$ cat config.mk
export PLATFORM = sky130hd
export DESIGN_NAME = dma_multi_channel
export DESIGN_NICKNAME = d
export VERILOG_FILES = /design/src/rtl/dma_multi_channel.sv
export SDC_FILE = /design/constraint.sdc
export NUM_CORES = 1
export LEC_CHECK = 0
export ABC_AREA = 1
export BUFFER_PORTS_ARGS = -buffer_cell sky130_fd_sc_hd__buf_2
export CAP_MARGIN = 20
export CORE_ASPECT_RATIO = 0.5
export CORE_MARGIN = 2
export CORE_UTILIZATION = 59
export DETAILED_ROUTE_END_ITERATION = 8
export PLACE_DENSITY_LB_ADDON = 0.15
export SLEW_MARGIN = 15
export SYNTH_ARGS = -nofsm -noshare
export SYNTH_HDL_FRONTEND = slang
export SYNTH_SLANG_ARGS = --single-unit
$ cat constraint.sdc
create_clock -name clk -period 3.9 [get_ports clk]
set_clock_uncertainty 0.05 [all_clocks]
set_input_delay 0 -clock clk [delete_from_list [all_inputs] [get_ports clk]]
set_output_delay 0 -clock clk [all_outputs]
set_load 0.005 [all_outputs]
$ cat src/rtl/dma_multi_channel.sv
// Multi-channel DMA controller: per-channel src/dst/len registers,
// round-robin arbitration and a hold/acknowledge bus handshake.
module dma_multi_channel #(
  parameter int DATA_W = 16,
  parameter int ADDR_W = 16,
  parameter int NUM_CH = 2,
  parameter int LEN_W  = 8,
  parameter int BURST  = 1,
  localparam int CH_W  = (NUM_CH > 1) ? $clog2(NUM_CH) : 1
) (
  input  logic              clk,
  input  logic              rst,
  input  logic              cfg_we,
  input  logic [CH_W-1:0]   cfg_ch,
  input  logic [ADDR_W-1:0] cfg_src,
  input  logic [ADDR_W-1:0] cfg_dst,
  input  logic [LEN_W-1:0]  cfg_len,
  output logic              hld,
  input  logic              hlda,
  output logic [ADDR_W-1:0] mem_addr,
  output logic              mem_rd,
  output logic              mem_wr,
  output logic [DATA_W-1:0] mem_wdata,
  input  logic [DATA_W-1:0] mem_rdata,
  output logic [NUM_CH-1:0] busy,
  output logic [NUM_CH-1:0] done,
  output logic [CH_W-1:0]   active_ch
);

  typedef enum logic [2:0] {
    S_IDLE, S_REQ, S_READ, S_WRITE, S_RELEASE, S_FINISH
  } state_e;

  state_e            state_q, state_d;
  logic [ADDR_W-1:0] src_q [NUM_CH];
  logic [ADDR_W-1:0] src_d [NUM_CH];
  logic [ADDR_W-1:0] dst_q [NUM_CH];
  logic [ADDR_W-1:0] dst_d [NUM_CH];
  logic [LEN_W-1:0]  len_q [NUM_CH];
  logic [LEN_W-1:0]  len_d [NUM_CH];
  logic [DATA_W-1:0] data_q, data_d;
  logic [CH_W-1:0]   act_q, act_d;
  logic [CH_W-1:0]   rr_q, rr_d;
  logic [NUM_CH-1:0] done_q, done_d;
  logic [NUM_CH-1:0] busy_w;
  logic [CH_W-1:0]   pick;
  logic              found;
  logic [LEN_W-1:0]  len_nxt;

  always_comb begin
    for (int i = 0; i < NUM_CH; i++) begin
      busy_w[i] = |len_q[i];
    end
  end

  assign busy      = busy_w;
  assign done      = done_q;
  assign active_ch = act_q;

  // Search starts one past the last served channel.
  always_comb begin
    int idx;
    idx   = 0;
    found = 1'b0;
    pick  = '0;
    for (int i = 0; i < NUM_CH; i++) begin
      idx = (int'(rr_q) + i) % NUM_CH;
      if (!found && busy_w[CH_W'(idx)]) begin
        found = 1'b1;
        pick  = CH_W'(idx);
      end
    end
  end

  always_comb begin
    state_d   = state_q;
    act_d     = act_q;
    rr_d      = rr_q;
    data_d    = data_q;
    done_d    = '0;
    src_d     = src_q;
    dst_d     = dst_q;
    len_d     = len_q;
    len_nxt   = len_q[act_q] - LEN_W'(1);
    hld       = 1'b0;
    mem_rd    = 1'b0;
    mem_wr    = 1'b0;
    mem_addr  = '0;
    mem_wdata = '0;

    if (cfg_we && !busy_w[cfg_ch]) begin
      if (cfg_len == '0) begin
        done_d[cfg_ch] = 1'b1;
      end else begin
        src_d[cfg_ch] = cfg_src;
        dst_d[cfg_ch] = cfg_dst;
        len_d[cfg_ch] = cfg_len;
      end
    end

    unique case (state_q)
      S_IDLE: begin
        if (found) begin
          act_d   = pick;
          rr_d    = CH_W'((int'(pick) + 1) % NUM_CH);
          state_d = S_REQ;
        end
      end
      S_REQ: begin
        hld = 1'b1;
        if (hlda) state_d = S_READ;
      end
      S_READ: begin
        hld      = 1'b1;
        mem_rd   = 1'b1;
        mem_addr = src_q[act_q];
        data_d   = mem_rdata;
        state_d  = S_WRITE;
      end
      S_WRITE: begin
        hld           = 1'b1;
        mem_wr        = 1'b1;
        mem_addr      = dst_q[act_q];
        mem_wdata     = data_q;
        src_d[act_q]  = src_q[act_q] + ADDR_W'(1);
        dst_d[act_q]  = dst_q[act_q] + ADDR_W'(1);
        len_d[act_q]  = len_nxt;
        // done is registered so it is visible during FINISH
        if (len_nxt == '0) begin
          state_d       = S_FINISH;
          done_d[act_q] = 1'b1;
        end else if (BURST != 0 && hlda) begin
          state_d = S_READ;
        end else begin
          state_d = S_RELEASE;
        end
      end
      S_RELEASE: state_d = S_IDLE;
      S_FINISH:  state_d = S_IDLE;
      default:   state_d = S_IDLE;
    endcase
  end

  always_ff @(posedge clk or posedge rst) begin
    if (rst) begin
      state_q <= S_IDLE;
      data_q  <= '0;
      act_q   <= '0;
      rr_q    <= '0;
      done_q  <= '0;
      for (int i = 0; i < NUM_CH; i++) begin
        src_q[i] <= '0;
        dst_q[i] <= '0;
        len_q[i] <= '0;
      end
    end else begin
      state_q <= state_d;
      data_q  <= data_d;
      act_q   <= act_d;
      rr_q    <= rr_d;
      done_q  <= done_d;
      src_q   <= src_d;
      dst_q   <= dst_d;
      len_q   <= len_d;
    end
  end

endmodule

==> flow_results.org <==
** Layout
- Fraction of final layout cells sized beyond drive strength 1 :: 0.166
- Area of all placed cells without fillers :: 0.00867 mm²
- Fill cells in the final layout number 1011.
- Synth-to-Final Area Change :: 16.6%
- Number of nets in the layout :: 1285
- The repair_antennas step left the layout with diodes totalling 0.

** Yosys
- Post-synthesis instance total :: 1113
- Cell taking the most area after synthesis :: sky130_fd_sc_hd__dfrtp_1
- For this run, asynchronously set or reset flops after synthesis account for 1.00.
- Number of synthesis warnings :: 0
- Post-synthesis average cell area :: 6.68 µm²
- Ranked by instance count, the synthesized netlist is headed by 348 x sky130_fd_sc_hd__nand2_1, 170 x sky130_fd_sc_hd__inv_1, 103 x sky130_fd_sc_hd__dfrtp_1.
- The share of synthesized area in the top cell type comes to 0.347.
- In the post-synthesis netlist, the cell with the most instances is sky130_fd_sc_hd__nand2_1.
- Post-Syn Area :: 0.00744 mm²
- Synthesized net count :: 1178
- Number of different library cells in the post-synthesis netlist :: 41
- The most used flip-flop cell after synthesis is sky130_fd_sc_hd__dfrtp_1.
- In the post-synthesis netlist, the biggest area contributors are sky130_fd_sc_hd__dfrtp_1 35%, sky130_fd_sc_hd__nand2_1 18%, sky130_fd_sc_hd__inv_1 8.6%, sky130_fd_sc_hd__nand4_1 6.9%, sky130_fd_sc_hd__nand3_1 6.7%.
- Of the synthesized area, sequential elements account for 0.347.
- In this run, synthesis produced a sequential element count of 103.
- Number of enable-type register cells in the synthesized netlist :: 0

** Routing
- Detailed routing inserted a total of 7790 vias.
- DRC violation count after routing :: 0
- The first TritonRoute pass finished after 5 iterations.
- After detailed routing, the average wire length per cell comes to 16.0 µm.
- Initial drt markers :: 840
- Vias per cell :: 5.60
- Wire length reported by the detailed router :: 22300 µm
- Remaining antenna violation count after routing :: 0

** Power
- Reg power frac :: 0.293
- Leakage :: 0.00467 µW
- The internal power of the cells totals 3330 µW.
- Clk network pwr share :: 0.131
- Net switching share of the total power :: 0.504
- IR analysis of the VDD net gives a maximum drop of 487 µV.
- Net load switching power :: 3380 µW
- Of the total power, combinational logic draws 0.576.
- The design draws 6710 µW.
- For this design the ratio of total power to cell area is 774 mW/mm².

** Worst setup path
- Worst setup path endpoint :: dst_q[26]
- Together, buffers and inverters on the worst path number 2.
- The setup path with the least slack is of type flop to flop.
- Worst-case register-to-register setup slack :: 1.02 ns
- STA classifies the critical path startpoint as a flop.
- Critical register-to-register path endpoint :: dst_q[26]
- Along the worst path, the maximum fanout reaches 73.
- Sequence of cells on the critical path :: inv_2 -> nand4_1 -> nor2_1 -> nor2_1 -> nor3_4 -> buf_4 -> nand3_4 -> nand2_1 -> nand3_1 -> nand2_1
- Worst path max stage delay :: 0.62 ns
- Counting cells, the worst reg-to-reg path comes to 10.
- The most critical setup path has its startpoint at len_q[8].
- For this design, the slowest cell found on the critical path is sky130_fd_sc_hd__buf_4.
- Worst r2r src :: len_q[8]
- Logic depth of the worst path, buffers included :: 10
- The worst setup path is captured at a flop.
- Crit path arrival time :: 3.11 ns
- Largest delay share family, worst path :: simple AND/OR/NAND/NOR gates
- Worst EP required :: 4.14 ns

** Global route
- The first global-routing pass estimated 36500 µm of wire.
- Overflow left after global routing :: 0
- The via count of the first global-routing pass came to 7467.
- Maximum number of pins on one net before global-route repair :: 76
- In the global route stage, overall resource usage came out at 0.335.
- The number of antenna violations at the first check in global routing came to 0.

** STA
- Setup repair after global routing left no endpoint under its margin.
- The number of hold violations in the final report is 0.
- Fin Setup TNS :: 0 ns
- Setup violations remaining at the end of the flow were counted as 0.
- In the finished design, the share of the clock period the worst path needs comes to 0.738.
- At the pin with the least slew margin, the transition time is 0.972 ns.
- Slew Viols, Final :: 0
- Max-Slew Margin vs Limit :: 0.352
- Final critical path time including I/O delays and setup :: 2.88 ns
- Static timing analysis puts the maximum clock frequency at 348 MHz.

** Clocking
- The clock net in this run drives a total of 103 sinks.
- Clock latency on the worst-skew pair, taken at its later pin, is 0.35 ns.
- CTS tree :: yes
- Max Root-Sink Buffers :: 2
- Number of buffers added by the clock tree synthesis step :: 9
- In this run the number of H-tree levels came out at 3.
- The cell sitting at the root of the clock tree is a sky130_fd_sc_hd__clkbuf_16.
- Clock-pin slew was measured on the worst setup and hold paths at 0.07 ns.

** Floorplanning
- Die Outline Area :: 0.0136 mm²
- From bottom edge to top edge, the die measures 83.4 µm.
- After floorplanning, the core was divided into 28 placement rows.
- The initial utilization of the core area, before any placement, comes to 0.617.
- The total area inside the core boundary comes to 0.0121 mm².
- Die boundary width :: 163 µm
- 101 I/O pins were placed.

** Place
- RePlAce Congestion :: 0.929
- HPWL after detailed placement :: 13700 µm
- Placed instance area :: 0.00787 mm²
- The count of buffers added on input and output ports is 100.

** Status
- The run finished with clean final reports.

** Hold path
- Classification of the worst-slack hold path :: input port to flop
- Hold Crit Start :: cfg_dst[10]

** Job
- The tool flagged a number of max-cap violations equal to 0.
layer usage:
layer	GRT usage	up-vias	wire length (µm)
met3	0.0629	24	2190
met2	0.544	429	10100
met5	0	-	0
li1	-	3741	-
met1	0.463	3596	9780
met4	0.0869	0	243
layout make-up:
class                   count  area (µm²)  area share
flip-flops and latches    103        2580       0.298
clock inverters             4        31.3     0.00361
repair buffers            163        1100       0.127
inverters                 183         689      0.0795
well taps                 165         206      0.0238
clock buffers              12         246      0.0284
multi-input cells         760        3810       0.440
cell usage in the layout (no fill, tap or decap), types with 2 or more instances in the layout:
cell type	n
sky130_fd_sc_hd__a21oi_1	2
sky130_fd_sc_hd__inv_1	169
sky130_fd_sc_hd__clkbuf_1	2
sky130_fd_sc_hd__o21ai_1	9
sky130_fd_sc_hd__ha_1	4
sky130_fd_sc_hd__buf_2	100
sky130_fd_sc_hd__nand2_1	348
sky130_fd_sc_hd__clkbuf_16	9
sky130_fd_sc_hd__xor2_1	22
sky130_fd_sc_hd__dfrtp_1	102
sky130_fd_sc_hd__dlygate4sd3_1	52
sky130_fd_sc_hd__nor2_2	12
sky130_fd_sc_hd__inv_2	13
sky130_fd_sc_hd__nand3_2	5
sky130_fd_sc_hd__nor2_4	6
sky130_fd_sc_hd__a22oi_1	3
sky130_fd_sc_hd__nor2_1	46
sky130_fd_sc_hd__o22ai_1	14
sky130_fd_sc_hd__o21ai_2	19
sky130_fd_sc_hd__nand2_2	11
sky130_fd_sc_hd__nor3_2	2
sky130_fd_sc_hd__nand3_1	100
sky130_fd_sc_hd__buf_4	10
sky130_fd_sc_hd__nor3_4	2
sky130_fd_sc_hd__nand4_1	82
sky130_fd_sc_hd__clkinvlp_4	3
sky130_fd_sc_hd__xnor2_1	2
sky130_fd_sc_hd__nor3_1	4
sky130_fd_sc_hd__o21ai_0	56
cell families after synthesis:
family                   count (synthesis)  synth area share
flip-flops                             103             0.347
XOR/XNOR                                24            0.0283
AO/OA/AOI/OAI                          106            0.0866
adder cells (fa/ha/maj)                  4           0.00673
buffers and inverters                  250             0.143
AND/OR/NAND/NOR                        626             0.389
worst register-to-register path, stage by stage, from the launching register on:
cell,delay [ns]
sky130_fd_sc_hd__dfrtp_1,0.40
sky130_fd_sc_hd__inv_2,0.11
sky130_fd_sc_hd__nand4_1,0.10
sky130_fd_sc_hd__nor2_1,0.21
sky130_fd_sc_hd__nor2_1,0.14
sky130_fd_sc_hd__nor3_4,0.18
sky130_fd_sc_hd__buf_4,0.62
sky130_fd_sc_hd__nand3_4,0.59
sky130_fd_sc_hd__nand2_1,0.21
sky130_fd_sc_hd__nand3_1,0.10
sky130_fd_sc_hd__nand2_1,0.11
state kept, by name, summed over array words and instances, names as in the netlist:
| name | cells |
|---|---|
| active_ch | 1 |
| dst_q | 32 |
| len_q | 16 |
| rr_q | 1 |
| data_q | 16 |
| state_q | 3 |
| done | 2 |
| src_q | 32 |
how the worst min path moves through the flow:
stage	end	slack, ns	cells after the start
after floorplan	state_q[2]	0.04	1
after detailed placement	state_q[2]	0.17	2
after global routing	src_q[18]	0.03	5
after global placement	data_q[15]	0.17	3
final	dst_q[10]	0.01	5
after CTS	dst_q[26]	0.006	5
metrics by stage:
step / setup slack (ns) / hold WS (ns) / util / cells
CTS: 1.08 / 0.00617 / 0.719 / 1389
global route: 0.805 / 0.0293 / 0.719 / 1390
detailed placement: 1.10 / 0.170 / 0.653 / 1321
finish: 1.02 / 0.00955 / 0.719 / 1390
global placement: 1.17 / 0.168 / 0.653 / 1321
floorplan: 1.15 / 0.0407 / - / 1113
power groups by stage:
stage | Clock [µW] | Combinational [µW] | Sequential (µW)
CTS | 883 | 3770 | 1960
detailed placement | 0 | 3700 | 1980
floorplan | 0 | 2990 | 1800
global route | 929 | 4310 | 2020
finish | 880 | 3870 | 1960
global placement | 0 | 3610 | 1950
what timing repair did:
item	in CTS	in global routing
hold endpoints to repair	157	0
gates resized for setup	0	0
setup buffers	0	0
hold buffers	52	0
(Power assumes the default switching activity.)
